`config.mk`:
```
export PLATFORM = sky130hd
export DESIGN_NAME = pipeline_hazard_controller
export DESIGN_NICKNAME = d
export VERILOG_FILES = /design/src/rtl/pipeline_hazard_controller.sv
export SDC_FILE = /design/constraint.sdc
export NUM_CORES = 1
export LEC_CHECK = 0
export CORE_ASPECT_RATIO = 1.75
export CORE_MARGIN = 10
export CORE_UTILIZATION = 40
export CTS_BUF_LIST = sky130_fd_sc_hd__clkbuf_8 sky130_fd_sc_hd__clkbuf_16
export DETAILED_ROUTE_END_ITERATION = 10
export PLACE_DENSITY_LB_ADDON = 0.12
export RECOVER_POWER = 25
export SLEW_MARGIN = 20
export SYNTH_ARGS = -nofsm -noshare
export SYNTH_HDL_FRONTEND = slang
export SYNTH_SLANG_ARGS = --single-unit
```
`constraint.sdc`:
```
create_clock -name CLK -period 1.6 [get_ports CLK]
set_clock_uncertainty 0.1 [all_clocks]
set_input_delay 0.32 -clock CLK [delete_from_list [all_inputs] [get_ports CLK]]
set_output_delay 0.32 -clock CLK [all_outputs]
set_load 0.005 [all_outputs]
```
`src/rtl/pipeline_hazard_controller.sv`:
```
// pipeline_hazard_controller: pipeline-register sequencing, load-use bubbles, forwarding selects,
// branch flush and memory-wait freeze with a sticky timeout and a saturating stall counter.
module pipeline_hazard_controller #(
  parameter int MEM_TIMEOUT = 15,
  parameter int CNT_W = 16
) (
  input  logic             CLK,
  input  logic             CLR,
  input  logic [3:0]       ID_Rn,
  input  logic [3:0]       ID_Rm,
  input  logic [3:0]       ID_Rd,
  input  logic             ID_Rn_Use,
  input  logic             ID_Rm_Use,
  input  logic             ID_Rd_Use,
  input  logic             EX_Load,
  input  logic             EX_rf,
  input  logic [3:0]       EX_Rd,
  input  logic             MEM_Load,
  input  logic             MEM_rf,
  input  logic [3:0]       MEM_Rd,
  input  logic             WB_rf,
  input  logic [3:0]       WB_Rd,
  input  logic             Branch_Taken,
  input  logic             Mem_Req,
  input  logic             Mem_Ready,
  output logic [1:0]       Fwd_A,
  output logic [1:0]       Fwd_B,
  output logic [1:0]       Fwd_C,
  output logic             PC_LE,
  output logic             IFID_LE,
  output logic             IDEX_LE,
  output logic             EXMEM_LE,
  output logic             IFID_CLR,
  output logic             IDEX_CLR,
  output logic             MEMWB_CLR,
  output logic             Mem_Timeout_Err,
  output logic [CNT_W-1:0] Stall_Count
);
  localparam int WW = $clog2(MEM_TIMEOUT + 1);
  typedef enum logic [1:0] {RUN, MEMWAIT, ERROR} state_t;
  state_t state;
  logic [WW-1:0] wait_cnt;
  logic [3:0] src [3];
  logic [1:0] fwd [3];
  logic [2:0] use_v, hit;
  logic memwait, load_use, frozen, stalling, unused_mem_load;
  // MEM_Load only steers the external data-vs-ALU mux for the 10 select.
  assign unused_mem_load = MEM_Load;
  assign src = '{ID_Rn, ID_Rm, ID_Rd};
  assign use_v = {ID_Rd_Use, ID_Rm_Use, ID_Rn_Use};
  for (genvar i = 0; i < 3; i++) begin : g_fwd
    assign fwd[i] = !CLR || !use_v[i] ? 2'b00 :
                    EX_rf && !EX_Load && EX_Rd == src[i] ? 2'b01 :
                    MEM_rf && MEM_Rd == src[i] ? 2'b10 :
                    WB_rf && WB_Rd == src[i] ? 2'b11 : 2'b00;
    assign hit[i] = use_v[i] && EX_Rd == src[i];
  end
  assign Fwd_A = fwd[0];
  assign Fwd_B = fwd[1];
  assign Fwd_C = fwd[2];
  assign memwait = Mem_Req & !Mem_Ready;
  assign load_use = EX_Load & EX_rf & |hit;
  assign frozen = memwait | state == ERROR;
  assign stalling = frozen | load_use;
  assign PC_LE = CLR & !frozen & !load_use;
  assign IFID_LE = CLR & !frozen & !load_use;
  assign IDEX_LE = CLR & !frozen;
  assign EXMEM_LE = CLR & !frozen;
  assign IFID_CLR = !CLR | (!frozen & !load_use & Branch_Taken);
  assign IDEX_CLR = !CLR | (!frozen & load_use);
  assign MEMWB_CLR = !CLR | frozen;
  always_ff @(posedge CLK or negedge CLR)
    if (!CLR) begin
      state <= RUN;
      wait_cnt <= '0;
      Mem_Timeout_Err <= 1'b0;
      Stall_Count <= '0;
    end else begin
      if (stalling && ~&Stall_Count) Stall_Count <= Stall_Count + CNT_W'(1);
      case (state)
        RUN: if (memwait) begin
          state <= MEMWAIT;
          wait_cnt <= WW'(1);
        end
        MEMWAIT: if (!memwait) begin
          state <= RUN;
          wait_cnt <= '0;
        end else if (wait_cnt == WW'(MEM_TIMEOUT - 1)) begin
          state <= ERROR;
          Mem_Timeout_Err <= 1'b1;
        end else wait_cnt <= wait_cnt + WW'(1);
        default: Mem_Timeout_Err <= 1'b1;
      endcase
    end
endmodule

```
==> results.json <==
{
  "htreeDepth": 1,
  "final.setup.worst_slack_ns": -0.3967,
  "dp_slack_ns": -1.149,
  "slew_violations": 0,
  "antenna_found_initial": 0,
  "wl_per_cell_um": 17.41,
  "ys_warn_count": 0,
  "post-route-period-util_pct": 124.8,
  "drc_errors": 0,
  "cp-start-kind": "primary input",
  "clk_pin_slew_ns": 0.08,
  "cts_root_buffer": "clkbuf_8",
  "leakagePower_nw": 1.586,
  "tightest_slew_ns": 0.3580,
  "status": "finished with violations",
  "fp.dieH_um": 106.9,
  "place.gp.congestion": 0.9016,
  "cts.sinks": 23,
  "synth_cells": 197,
  "syn-num-nets": 237,
  "n_antenna_cell": 0,
  "die-area_um2": 7444,
  "cap_violations": 0,
  "grt_pass1_wl_um": 9984,
  "ios": 67,
  "drive_gt1_share_pct": 49.08,
  "vias": 2013,
  "numCtsBuffers": 3,
  "grt.overflow.total": 0,
  "critPathMaxFanout": 3,
  "die_w_um": 69.65,
  "numPortBuffers": 65,
  "yosysSeqAreaShare_pct": 33.36,
  "final_net_count": 367,
  "powerDensity_nw_per_um2": 592.3,
  "ir_drop_mv": 0.5541,
  "hold_path.class": "primary input to asynchronous set/reset pin",
  "drt_iter0_drc": 96,
  "grtUsageTotal_pct": 16.17,
  "wl_um": 6527,
  "drt-vias-per-instance": 5.368,
  "ant_nets": 0,
  "grt_max_degree": 13,
  "hpwl_um": 4926,
  "syn-cell-area_um2": 1725,
  "placed_area_um2": 2855,
  "start_util_pct": 41.57,
  "firstDrtPassIters": 4,
  "violations": "negative setup slack",
  "cts_tree": "built",
  "rows": 31,
  "clock_latency_ns": 0.26,
  "postLayoutCoreUtil_pct": 77.81,
  "final_area_um2": 3229,
  "p_total_mw": 1.913,
  "final_cell_mix": "57 x buf_4, 23 x dfrtp_1, 22 x dlygate4sd2_1",
  "worst_ep_arrival_time_ns": 1.58,
  "area_growth_pct": 87.16,
  "fin_hold_ws_ns": 0.1961,
  "ctsHoldBuffers": 0,
  "grt_pass1_vias": 2218,
  "ys_ff_latch": 23,
  "hold_violations": 0,
  "cp_data_required_time_ns": 1.18,
  "fillerInstances": 298,
  "rsz0062_at_grt": "true",
  "fmax_mhz": 500.8,
  "final_common_cell": "buf_4",
  "critPathCaptureType": "output pin",
  "clockBufferDepth": 2,
  "critPathKind": "primary input to output pin",
  "synth_area_per_cell_um2": 8.758,
  "yosysUniqueCellTypes": 33,
  "fin_crit_ns": 1.997,
  "relSlewSlack_pct": 76.05,
  "setup_viol": 27,
  "core-area_um2": 4150
}
[critical path: stages]
cell	delay [ns]
buf_2	0.14
xnor2_1	0.17
nand4_1	0.14
o22a_1	0.24
a21boi_2	0.21
buf_4	0.15
nand2_2	0.04
nand2_2	0.07
buf_6	0.09
[path summary, 6_finish.rpt]
| check | slack (ns) | from | endpoint | depth (start not counted) |
|---|---|---|---|---|
| max in group asynchronous | 0.72 | CLR | Stall_Count[13]$_DFFE_PN0P_ | 3 |
| min | 0.20 | CLR | Stall_Count[10]$_DFFE_PN0P_ | 3 |
| min in group CLK | 0.30 | Mem_Ready | wait_cnt[2]$_DFFE_PN0P_ | 4 |
| min reg2reg | 0.39 | Mem_Timeout_Err$_DFFE_PN0P_ | Mem_Timeout_Err$_DFFE_PN0P_ | 1 |
| max | -0.40 | EX_Rd[2] | IDEX_CLR | 9 |
| max reg2reg | -0.22 | Stall_Count[4]$_DFFE_PN0P_ | Stall_Count[1]$_DFFE_PN0P_ | 6 |
[layout make-up]
| cell class | count | area, µm² | area share (%) |
|---|---|---|---|
| Inverter | 8 | 30.03 | 0.9299 |
| Clock buffer | 3 | 41.29 | 1.279 |
| Timing Repair Buffer | 129 | 1100 | 34.06 |
| Tap cell | 49 | 61.31 | 1.898 |
| Multi-Input combinational cell | 162 | 1418 | 43.90 |
| Sequential cell | 23 | 575.6 | 17.82 |
| Clock inverter | 1 | 3.754 | 0.1162 |
[power by group]
group	internal [mW]	total (mW)	leakage, nW	switching (mW)
clock network	0.172	0.362	0.0269	0.190
logic	0.484	0.870	1.27	0.386
registers	0.645	0.681	0.291	0.0363
[kinds of logic after synthesis]
kind of cell             Yosys count  synth area share, %
multiplexers                       3                1.885
buffers and inverters             12                3.480
adder cells (fa/ha/maj)            3                2.176
AND/OR/NAND/NOR                   84                24.51
flip-flops                        23                33.36
AO/OA/AOI/OAI                     22                9.210
XOR/XNOR                          50                25.38
[metal layers]
metal,GRT usage [%],vias to the layer above,part of all wire (%)
met3,3.139,21,4.5
met4,11.76,0,4.7
li1,-,930,-
met5,0,-,0
met1,13.29,987,32
met2,32.48,75,59
[cells in the mapped netlist]
master,count,share of area [%]
dfrtp_1,23,33
nand2_1,24,5.2
buf_6,1,0.65
nor3_1,8,2.3
buf_4,2,0.87
xor2_1,23,12
nor4_2,1,0.73
o21a_1,1,0.44
nor4_1,3,1.1
a21oi_1,6,1.7
xnor2_1,27,14
a21boi_2,1,0.65
ha_1,3,2.2
nand3_1,11,3.2
mux2i_1,1,0.58
clkbuf_1,1,0.22
o21ai_0,8,2.3
o22a_1,1,0.51
and2_1,1,0.36
a31oi_4,1,1.2
and3_1,4,1.5
nor2_1,12,2.6
mux2_2,2,1.3
or2_2,1,0.36
o32ai_2,1,0.94
o41ai_1,1,0.51
nand2b_1,2,0.73
and4_1,2,1.0
inv_1,8,1.7
nand2_2,1,0.36
nor2b_1,5,1.8
nand4_1,9,3.3
o31ai_1,2,0.87
[sequential cells by signal (all words and copies together), names as in the netlist]
signal	count
Mem_Timeout_Err	1
state	2
Stall_Count	16
wait_cnt	4
[through the flow]
step                TNS (ns)  cells
floorplan            -0.9501    197
global placement      -25.07    364
finish                -6.673    375
CTS                   -7.949    375
global route          -9.151    375
detailed placement    -25.94    364
[repair_timing]
action	4_1_cts	5_1_grt
pin swaps	37	23
gates resized for setup	219	58
cloned	1	0
setup endpoints to repair	45	32
buffers inserted	6	1
Note: power is estimated with default switching activity, not from simulation.
